===== src/rtl/riscv_pkg.sv =====
// Shared control-flow definitions for the fetch-side sequencer.
package riscv_pkg;

    localparam logic [1:0] PC_SEL_SEQ    = 2'b00;
    localparam logic [1:0] PC_SEL_JALR   = 2'b01;
    localparam logic [1:0] PC_SEL_TARGET = 2'b11;

    localparam int INSTR_BYTES = 4;

    typedef enum logic [1:0] {
        ST_RUN   = 2'b00,
        ST_FLUSH = 2'b01,
        ST_HALT  = 2'b10
    } seq_state_e;

endpackage


===== src/rtl/pc_target_calc.sv =====
// Control-flow target computation for the instruction currently in EX.
module pc_target_calc
    import riscv_pkg::*;
#(
    parameter int XLEN = 32
) (
    input  logic [1:0]      pc_sel,
    input  logic [XLEN-1:0] ex_pc,
    input  logic [XLEN-1:0] ex_imm,
    input  logic [XLEN-1:0] alu_result,
    output logic [XLEN-1:0] target,
    output logic            misaligned
);

    // JALR takes the ALU sum with bit0 forced low; everything else uses the PC-relative sum.
    always_comb begin
        if (pc_sel == PC_SEL_JALR) begin
            target = alu_result & ~XLEN'(1);
        end else begin
            target = ex_pc + ex_imm;
        end
        misaligned = target[1];
    end

endmodule


===== src/rtl/pc_sequencer.sv =====
// Program counter owner: fetch requests, redirects, flushes and misaligned-target halt.
module pc_sequencer
    import riscv_pkg::*;
#(
    parameter logic [31:0] RESET_ADDR = 32'h0000_0000,
    parameter int          XLEN       = 32
) (
    input  logic            i_clk,
    input  logic            i_rst,
    input  logic            i_stall,
    input  logic [1:0]      i_pc_sel,
    input  logic [XLEN-1:0] i_ex_pc,
    input  logic [XLEN-1:0] i_ex_imm,
    input  logic [XLEN-1:0] i_alu_result,
    input  logic            i_imem_ready,
    output logic [XLEN-1:0] o_pc,
    output logic            o_imem_req,
    output logic            o_if_valid,
    output logic            o_flush_ifid,
    output logic            o_flush_idex,
    output logic            o_halt,
    output logic [XLEN-1:0] o_trap_pc
);

    seq_state_e      state_q, state_d;
    logic [XLEN-1:0] pc_q, pc_d;
    logic            if_valid_q, if_valid_d;
    logic            halt_q, halt_d;
    logic [XLEN-1:0] trap_pc_q, trap_pc_d;

    logic [XLEN-1:0] target;
    logic            misaligned;
    logic            redirect;
    logic            imem_req;
    logic            flush;

    pc_target_calc #(
        .XLEN(XLEN)
    ) u_target (
        .pc_sel     (i_pc_sel),
        .ex_pc      (i_ex_pc),
        .ex_imm     (i_ex_imm),
        .alu_result (i_alu_result),
        .target     (target),
        .misaligned (misaligned)
    );

    assign redirect = ((i_pc_sel == PC_SEL_JALR) || (i_pc_sel == PC_SEL_TARGET))
                      && (state_q != ST_HALT);

    // Next-state and outputs: halt > redirect > stall > advance; reset masks the strobes.
    always_comb begin
        state_d    = state_q;
        pc_d       = pc_q;
        if_valid_d = 1'b0;
        halt_d     = halt_q;
        trap_pc_d  = trap_pc_q;
        imem_req   = 1'b0;
        flush      = 1'b0;

        if (state_q == ST_HALT) begin
            state_d = ST_HALT;
        end else if (redirect) begin
            flush = 1'b1;
            if (misaligned) begin
                state_d   = ST_HALT;
                halt_d    = 1'b1;
                trap_pc_d = i_ex_pc;
            end else begin
                pc_d    = target;
                state_d = ST_FLUSH;
            end
        end else if (i_stall) begin
            state_d = ST_RUN;
        end else begin
            imem_req = 1'b1;
            state_d  = ST_RUN;
            if (i_imem_ready) begin
                pc_d       = pc_q + XLEN'(INSTR_BYTES);
                if_valid_d = 1'b1;
            end
        end

        if (i_rst) begin
            imem_req = 1'b0;
            flush    = 1'b0;
        end
    end

    // State registers with synchronous reset.
    always_ff @(posedge i_clk) begin
        if (i_rst) begin
            state_q    <= ST_RUN;
            pc_q       <= XLEN'(RESET_ADDR);
            if_valid_q <= 1'b0;
            halt_q     <= 1'b0;
            trap_pc_q  <= '0;
        end else begin
            state_q    <= state_d;
            pc_q       <= pc_d;
            if_valid_q <= if_valid_d;
            halt_q     <= halt_d;
            trap_pc_q  <= trap_pc_d;
        end
    end

    assign o_pc         = pc_q;
    assign o_imem_req   = imem_req;
    assign o_if_valid   = if_valid_q;
    assign o_flush_ifid = flush;
    assign o_flush_idex = flush;
    assign o_halt       = halt_q;
    assign o_trap_pc    = trap_pc_q;

endmodule


===== config.mk =====
export PLATFORM = sky130hd
export DESIGN_NAME = pc_sequencer
export DESIGN_NICKNAME = d
export VERILOG_FILES = /design/src/rtl/riscv_pkg.sv /design/src/rtl/pc_target_calc.sv /design/src/rtl/pc_sequencer.sv
export SDC_FILE = /design/constraint.sdc
export NUM_CORES = 1
export LEC_CHECK = 0
export ABC_CLOCK_PERIOD_IN_PS = 3830
export BUFFER_PORTS_ARGS = -buffer_cell sky130_fd_sc_hd__buf_4
export CAP_MARGIN = 20
export CORE_MARGIN = 3
export CORE_UTILIZATION = 45
export DETAILED_ROUTE_END_ITERATION = 8
export MAX_ROUTING_LAYER = met4
export PLACE_DENSITY = 0.74
export SLEW_MARGIN = 20
export SYNTH_ARGS = -nofsm -noshare
export SYNTH_HDL_FRONTEND = slang
export SYNTH_SLANG_ARGS = --single-unit
export TNS_END_PERCENT = 20

===== constraint.sdc =====
create_clock -name i_clk -period 3.83 [get_ports i_clk]
set_clock_uncertainty 0.1 [all_clocks]
set_input_delay 0.383 -clock i_clk [delete_from_list [all_inputs] [get_ports i_clk]]
set_output_delay 0.383 -clock i_clk [all_outputs]
set_load 0.01 [all_outputs]

==> results of run 1 <==
metal layers:
| layer | track usage | share of wire | vias up |
|---|---|---|---|
| li1 | - | - | 2867 |
| met1 | 0.374 | 0.46 | 2723 |
| met2 | 0.424 | 0.45 | 250 |
| met3 | 0.0383 | 0.061 | 33 |
| met4 | 0.114 | 0.026 | 0 |
| met5 | - | 0 | - |
cell usage after synthesis, types with 2 or more instances:
cell type | count | area (µm²)
nand2_1 | 99 | 372
o21ai_1 | 10 | 50.1
a22oi_1 | 5 | 37.5
nand3_1 | 19 | 95.1
a211oi_1 | 10 | 75.1
nor4_1 | 6 | 37.5
nand2b_1 | 8 | 50.1
and3_1 | 13 | 81.3
inv_1 | 9 | 33.8
a21o_1 | 10 | 75.1
nand3b_1 | 4 | 30.0
a2111oi_0 | 5 | 43.8
o221ai_1 | 12 | 105
o21a_1 | 3 | 22.5
buf_4 | 2 | 15.0
a211oi_2 | 2 | 25.0
o21ai_0 | 47 | 235
o41ai_1 | 2 | 17.5
nand4_1 | 6 | 37.5
a311oi_1 | 6 | 52.6
and2_1 | 9 | 56.3
o31ai_1 | 9 | 67.6
o22ai_1 | 3 | 18.8
a41oi_1 | 2 | 17.5
and4_1 | 3 | 26.3
nor3_1 | 13 | 65.1
o31a_1 | 4 | 35.0
mux2i_1 | 2 | 20.0
a21boi_0 | 2 | 15.0
clkbuf_1 | 42 | 158
xor2_1 | 14 | 123
a221oi_1 | 3 | 26.3
ha_1 | 32 | 400
or3_1 | 2 | 12.5
xnor2_1 | 14 | 123
a21oi_1 | 102 | 510
a31oi_1 | 9 | 56.3
nor2_1 | 61 | 229
nor2b_1 | 9 | 56.3
nand4b_1 | 2 | 17.5
o21bai_1 | 2 | 15.0
nor3b_1 | 3 | 22.5
dfxtp_1 | 67 | 1340
metrics by stage:
step	cells	hold slack (ns)	cell area (µm²)	worst slack [ns]
after CTS	992	0.147	6750	0.759
after global routing	992	0.168	6750	0.478
after floorplan	704	0.373	5070	0.993
after global placement	976	0.342	6410	0.429
final	992	0.155	6750	0.666
after detailed placement	976	0.348	6410	0.412
worst min path at each step:
stage / startpoint / to / slack, ns / cells past startpoint
after floorplan: i_rst / o_pc[25] / 0.37 / 1
after global placement: o_trap_pc[1] / o_trap_pc[1] / 0.34 / 2
after detailed placement: o_trap_pc[19] / o_trap_pc[19] / 0.35 / 2
after CTS: i_imem_ready / o_if_valid / 0.15 / 2
after global routing: i_imem_ready / o_if_valid / 0.17 / 2
final: i_imem_ready / o_if_valid / 0.16 / 2
flip-flops by register name (all words and copies together), names as in the netlist:
| signal | flops |
|---|---|
| o_trap_pc | 32 |
| o_pc | 31 |
| state_q | 2 |
| o_halt | 1 |
| o_if_valid | 1 |
cells by family after synthesis:
kind of cell | count (synthesis)
other | 1
multiplexers | 3
buffers and inverters | 55
AO/OA/AOI/OAI | 256
flip-flops | 67
adder cells (fa/ha/maj) | 33
AND/OR/NAND/NOR | 261
XOR/XNOR | 28
final cells by class:
class | instances | area, µm²
Timing Repair Buffer | 177 | 1330
Sequential cell | 67 | 1340
Multi-Input combinational cell | 582 | 3530
Clock buffer | 9 | 225
Clock inverter | 7 | 116
Fill cell | 1050 | 4180
Tap cell | 140 | 175
Inverter | 10 | 37.5
power groups by stage:
stage / clock [mW] / combinational (mW) / sequential, mW
2_1_floorplan: 0 / 0.441 / 0.828
3_5_place_dp: 0 / 0.760 / 0.816
4_1_cts: 0.984 / 0.764 / 0.802
6_report: 0.970 / 0.770 / 0.803
3_3_place_gp: 0 / 0.748 / 0.813
5_1_grt: 1.01 / 0.846 / 0.811
worst reg2reg max path, stage by stage, from the launching register on:
cell and delay [ns]:
dfxtp_1 0.49, nand4_1 0.23, nor4_2 0.44, and3_1 0.29
nand3_1 0.17, or3_1 0.35, a311oi_1 0.33, a21oi_1 0.07
a311oi_1 0.24
==> impl_metrics.json, run 1 <==
{
  "yosys.area_share.simple": 0.242,
  "synth_edf_count": 0,
  "worst-path-buf-inv": 1,
  "nNetsFinal": 982,
  "critPathMostFrequentCell": "a2111oi_0",
  "setup_violations": 0,
  "path_cells": "buf_4 -> ha_1 -> nand2_1 -> or3_1 -> a211oi_2 -> nor3_2 -> nor4_1 -> nor2_1 -> xnor2_1 -> a2111oi_0 -> a2111oi_0",
  "rrSetupSlack_ns": 1.04,
  "power_switching_mw": 0.821,
  "power_per_cell_area_mw_per_mm2": 377,
  "setup_tns_ns": 0,
  "async_reset_ff_frac": 0,
  "worstSetupStartpoint": "i_ex_pc[9]",
  "cap_violations": 0,
  "cp_slowest_stage_delay_ns": 0.54,
  "drt_iter0_drc": 537,
  "hold_buffers": 0,
  "viasPerCell": 5.92,
  "root_buffer": "clkbuf_16",
  "clk_latency_ns": 0.34,
  "syn-num-nets": 839,
  "drc_errors": 0,
  "wirelength_mm": 17.4,
  "ys_types": 60,
  "place_congestion": 0.884,
  "area_delta_synth_final_pct": 33.2,
  "power_frac_comb": 0.303,
  "hp-class": "primary input to register",
  "grt_pass1_wl_mm": 28.0,
  "wire_per_inst_um": 17.5,
  "fp.dieW_um": 112,
  "p_total_mw": 2.54,
  "synth_compound_area_frac": 0.313,
  "cts_tree": "built",
  "cts_made_buffers": 9,
  "power_frac_seq": 0.316,
  "maxSlewHeadroom": 0.440,
  "start_util": 0.464,
  "grt_antenna_before_repair": 0,
  "worstSetupPathType": "primary input to register",
  "path_clk_slew_ns": 0.06,
  "firstDrtPassIters": 5,
  "period_minus_slack_ns": 3.16,
  "path_depth": 11,
  "core_mm2": 0.0109,
  "via_count": 5873,
  "required_ns": 3.91,
  "p_sw_frac": 0.323,
  "critical-path-slowest-cell": "nor4_1",
  "critPathArrivalTime_ns": 3.24,
  "grt_overflow": 0,
  "dieArea_mm2": 0.0126,
  "synth_fa_ha_area_frac": 0.0829,
  "rr_endpoint": "o_pc[30]",
  "layout_common_cells": "177 x buf_4, 102 x a21oi_1, 99 x nand2_1, 67 x dfxtp_1, 60 x nor2_1",
  "final_common_cell": "buf_4",
  "intPower_mw": 1.72,
  "timing.final.crit_share": 0.826,
  "synthesis.area_mm2": 0.00507,
  "post_cts_resized": 0,
  "port_buffers": 168,
  "hold_viol": 0,
  "ys.warnings.count": 0,
  "dp_hpwl_mm": 13.0,
  "grt_usage": 0.278,
  "cp-endpoint": "o_pc[27]",
  "diodes": 0,
  "ant_nets": 0,
  "clock_path_buffers": 2,
  "yosys_register_bits": 67,
  "synth_xor_area_frac": 0.0484,
  "fmax_mhz": 316,
  "grt_pass1_vias": 5681,
  "rows": 38,
  "post_cts_buffers": 0,
  "ys_seq_area_frac": 0.264,
  "crit_family": "simple AND/OR/NAND/NOR gates",
  "cts_max_level": 3,
  "power_leakage_nw": 2.83,
  "rsz0062_at_grt": "no",
  "ioPinCount": 171,
  "reg2reg_from": "o_pc[8]",
  "crit_path_start_kind": "primary input",
  "reg2regPathDepth": 8,
  "grt_max_degree": 70,
  "synth_top_family_by_area": "compound AO/OA/AOI/OAI gates",
  "synth_flop_cell": "dfxtp_1",
  "status": "complete, no violations",
  "synth.area.mux_share": 0.00617,
  "cts.sinks": 67,
  "worstMarginPinSlew_ns": 0.819,
  "slew_violations": 0,
  "synthesis.instances": 704,
  "fp.dieH_um": 112,
  "clockPowerShare": 0.382,
  "peakVddDrop_uv": 251,
  "avgSynthCellArea_um2": 7.20,
  "final_util": 0.618,
  "worstSetupEndpointType": "register",
  "drive_above_1_share": 0.238,
  "path_max_fanout": 6
}
Power figures use the tool's default switching activity.
==> run 2: changes to the inputs <==
--- a/config.mk
+++ b/config.mk
@@ -5,14 +5,14 @@
 export SDC_FILE = /design/constraint.sdc
 export NUM_CORES = 1
 export LEC_CHECK = 0
-export ABC_CLOCK_PERIOD_IN_PS = 3830
+export ABC_CLOCK_PERIOD_IN_PS = 2900
 export BUFFER_PORTS_ARGS = -buffer_cell sky130_fd_sc_hd__buf_4
 export CAP_MARGIN = 20
 export CORE_MARGIN = 3
 export CORE_UTILIZATION = 45
 export DETAILED_ROUTE_END_ITERATION = 8
 export MAX_ROUTING_LAYER = met4
-export PLACE_DENSITY = 0.74
+export PLACE_DENSITY = 0.76
 export SLEW_MARGIN = 20
 export SYNTH_ARGS = -nofsm -noshare
 export SYNTH_HDL_FRONTEND = slang
==> constraint.sdc (replaced) <==
create_clock -name i_clk -period 2.9 [get_ports i_clk]
set_clock_uncertainty 0.1 [all_clocks]
set_input_delay 0.29 -clock i_clk [delete_from_list [all_inputs] [get_ports i_clk]]
set_output_delay 0.29 -clock i_clk [all_outputs]
set_load 0.01 [all_outputs]
==> run 2 against run 1 <==
Against the previous run: utilization up 3.3 points; critical endpoint unchanged; critical path depth up 1; setup slack worse by 0.50 ns; largest power group is now combinational cells; via count up 2.6%; highest routed layer unchanged; sequential power up 32%.
==> impl_metrics.json, run 2 (same netlist as run 1, synthesis figures left out) <==
{
  "fmax_mhz": 365,
  "crit_family": "simple AND/OR/NAND/NOR gates",
  "ioPinCount": 171,
  "grt_pass1_vias": 5869,
  "final_common_cell": "buf_4",
  "drc_errors": 0,
  "period_minus_slack_ns": 2.74,
  "final_util": 0.651,
  "clk_latency_ns": 0.34,
  "grt_overflow": 0,
  "start_util": 0.464,
  "reg2reg_from": "o_pc[2]",
  "holdPathStages": 2,
  "p_total_mw": 3.19,
  "peakVddDrop_uv": 307,
  "grt_antenna_before_repair": 0,
  "critPathArrivalTime_ns": 2.84,
  "setup_violations": 0,
  "largest_register_ffs": 32,
  "rr_endpoint": "o_pc[30]",
  "rows": 38,
  "holdPathEnd": "o_if_valid",
  "cts_max_level": 3,
  "hold_viol": 0,
  "dp_hpwl_mm": 14.2,
  "hp-start": "i_imem_ready",
  "reg2regPathDepth": 9,
  "wirelength_mm": 18.2,
  "port_buffers": 168,
  "hp-class": "primary input to register",
  "worst-path-buf-inv": 2,
  "grt_pass1_wl_mm": 29.6,
  "layout_common_cells": "233 x buf_4, 102 x a21oi_1, 99 x nand2_1, 67 x dfxtp_1, 60 x nor2_1",
  "maxSlewHeadroom": 0.591,
  "grt_usage": 0.296,
  "cts_tree": "built",
  "cts_made_buffers": 9,
  "setup_tns_ns": 0,
  "cts.sinks": 67,
  "power_leakage_nw": 3.08,
  "ant_nets": 0,
  "worstSetupPathType": "primary input to register",
  "core_mm2": 0.0109,
  "hold_buffers": 0,
  "post-place-cells": 1033,
  "worstMarginPinSlew_ns": 0.614,
  "nNetsFinal": 1039,
  "dieArea_mm2": 0.0126,
  "area_delta_synth_final_pct": 40.3,
  "critPathMostFrequentCell": "buf_4",
  "root_buffer": "clkbuf_16",
  "crit_path_start_kind": "primary input",
  "final_cell_count_no_fill": 1045,
  "required_ns": 3.00,
  "worstSetupEndpointType": "register",
  "viasPerCell": 5.77,
  "cp_slowest_stage_delay_ns": 0.41,
  "drt_iter0_drc": 477,
  "diodes": 0,
  "fp.dieH_um": 112,
  "power_per_cell_area_mw_per_mm2": 449,
  "clock_path_buffers": 2,
  "cap_violations": 0,
  "status": "complete, no violations",
  "firstDrtPassIters": 7,
  "drive_above_1_share": 0.283,
  "slew_violations": 0,
  "holdWs_ns": 0.0748,
  "wl_met1_mm": 8.43,
  "fp.dieW_um": 112,
  "critical-path-slowest-cell": "or3_1",
  "timing.final.crit_share": 0.944,
  "wl_met3_mm": 1.18,
  "fillers": 970,
  "highest_layer": "met4",
  "grt_max_degree": 50,
  "rrSetupSlack_ns": 0.28,
  "path_clk_slew_ns": 0.05,
  "path_max_fanout": 4,
  "path_cells": "buf_4 -> ha_1 -> nand2_1 -> or3_1 -> a211oi_2 -> nor3_2 -> nor4_2 -> buf_4 -> nor2_1 -> xnor2_1 -> a2111oi_1 -> a2111oi_0",
  "wire_per_inst_um": 17.4,
  "place_congestion": 0.915,
  "route.met2.wl_mm": 8.29,
  "via_count": 6026
}
run 2: changes by cell type in the layout (fill, tap and decap cells not counted):
| cell | delta |
|---|---|
| a2111oi_0 | -1 |
| a2111oi_1 | +1 |
| buf_12 | +1 |
| clkbuf_8 | +2 |
| clkinv_4 | -1 |
| bufinv_16 | -3 |
| nor4_1 | -1 |
| buf_4 | +56 |
| nor4_2 | +1 |
| clkbuf_1 | +1 |
| clkinvlp_4 | -1 |
| clkinv_2 | -2 |
run 2: worst max path at each step:
stage / startpoint / to / slack (ns) / depth (start not counted)
finish: i_ex_pc[10] / o_pc[27] / 0.16 / 12
floorplan: i_ex_pc[0] / o_pc[4] / 0.16 / 12
global route: i_ex_pc[6] / o_pc[27] / -0.001 / 12
global placement: i_ex_pc[6] / o_pc[27] / -0.15 / 12
CTS: i_ex_pc[10] / o_pc[27] / 0.17 / 12
detailed placement: i_ex_pc[10] / o_pc[27] / -0.18 / 12
run 2: per-layer routing:
metal,vias up,global-route usage
li1,2986,-
met1,2776,0.411
met2,241,0.450
met3,23,0.0394
met4,0,0.0938
met5,-,-
run 2: cell type report:
cell class / instances / area, µm² / area share
clock buffers: 12 / 256 / 0.0360
inverters: 10 / 37.5 / 0.00528
multi-input cells: 582 / 3540 / 0.497
flip-flops and latches: 67 / 1340 / 0.189
well taps: 140 / 175 / 0.0246
repair buffers: 234 / 1770 / 0.249
run 2: where the power goes:
part / internal (mW) / switching, mW / total (mW)
Combinational: 0.529 / 0.599 / 1.13
Clock: 0.606 / 0.398 / 1.00
Sequential: 0.990 / 0.0695 / 1.06
run 2: what timing repair did:
action                                  in CTS  in global routing
endpoints found under the hold margin        0                  0
endpoints found under the setup margin       0                  1
setup buffers                                0                  0
resized for setup                            0                  2
run 2: metrics by stage:
stage	area (µm²)	worst slack [ns]
6_report	7120	0.163
5_1_grt	7120	-0.000956
4_1_cts	7110	0.168
3_5_place_dp	6850	-0.184
3_3_place_gp	6850	-0.154
2_1_floorplan	5070	0.156
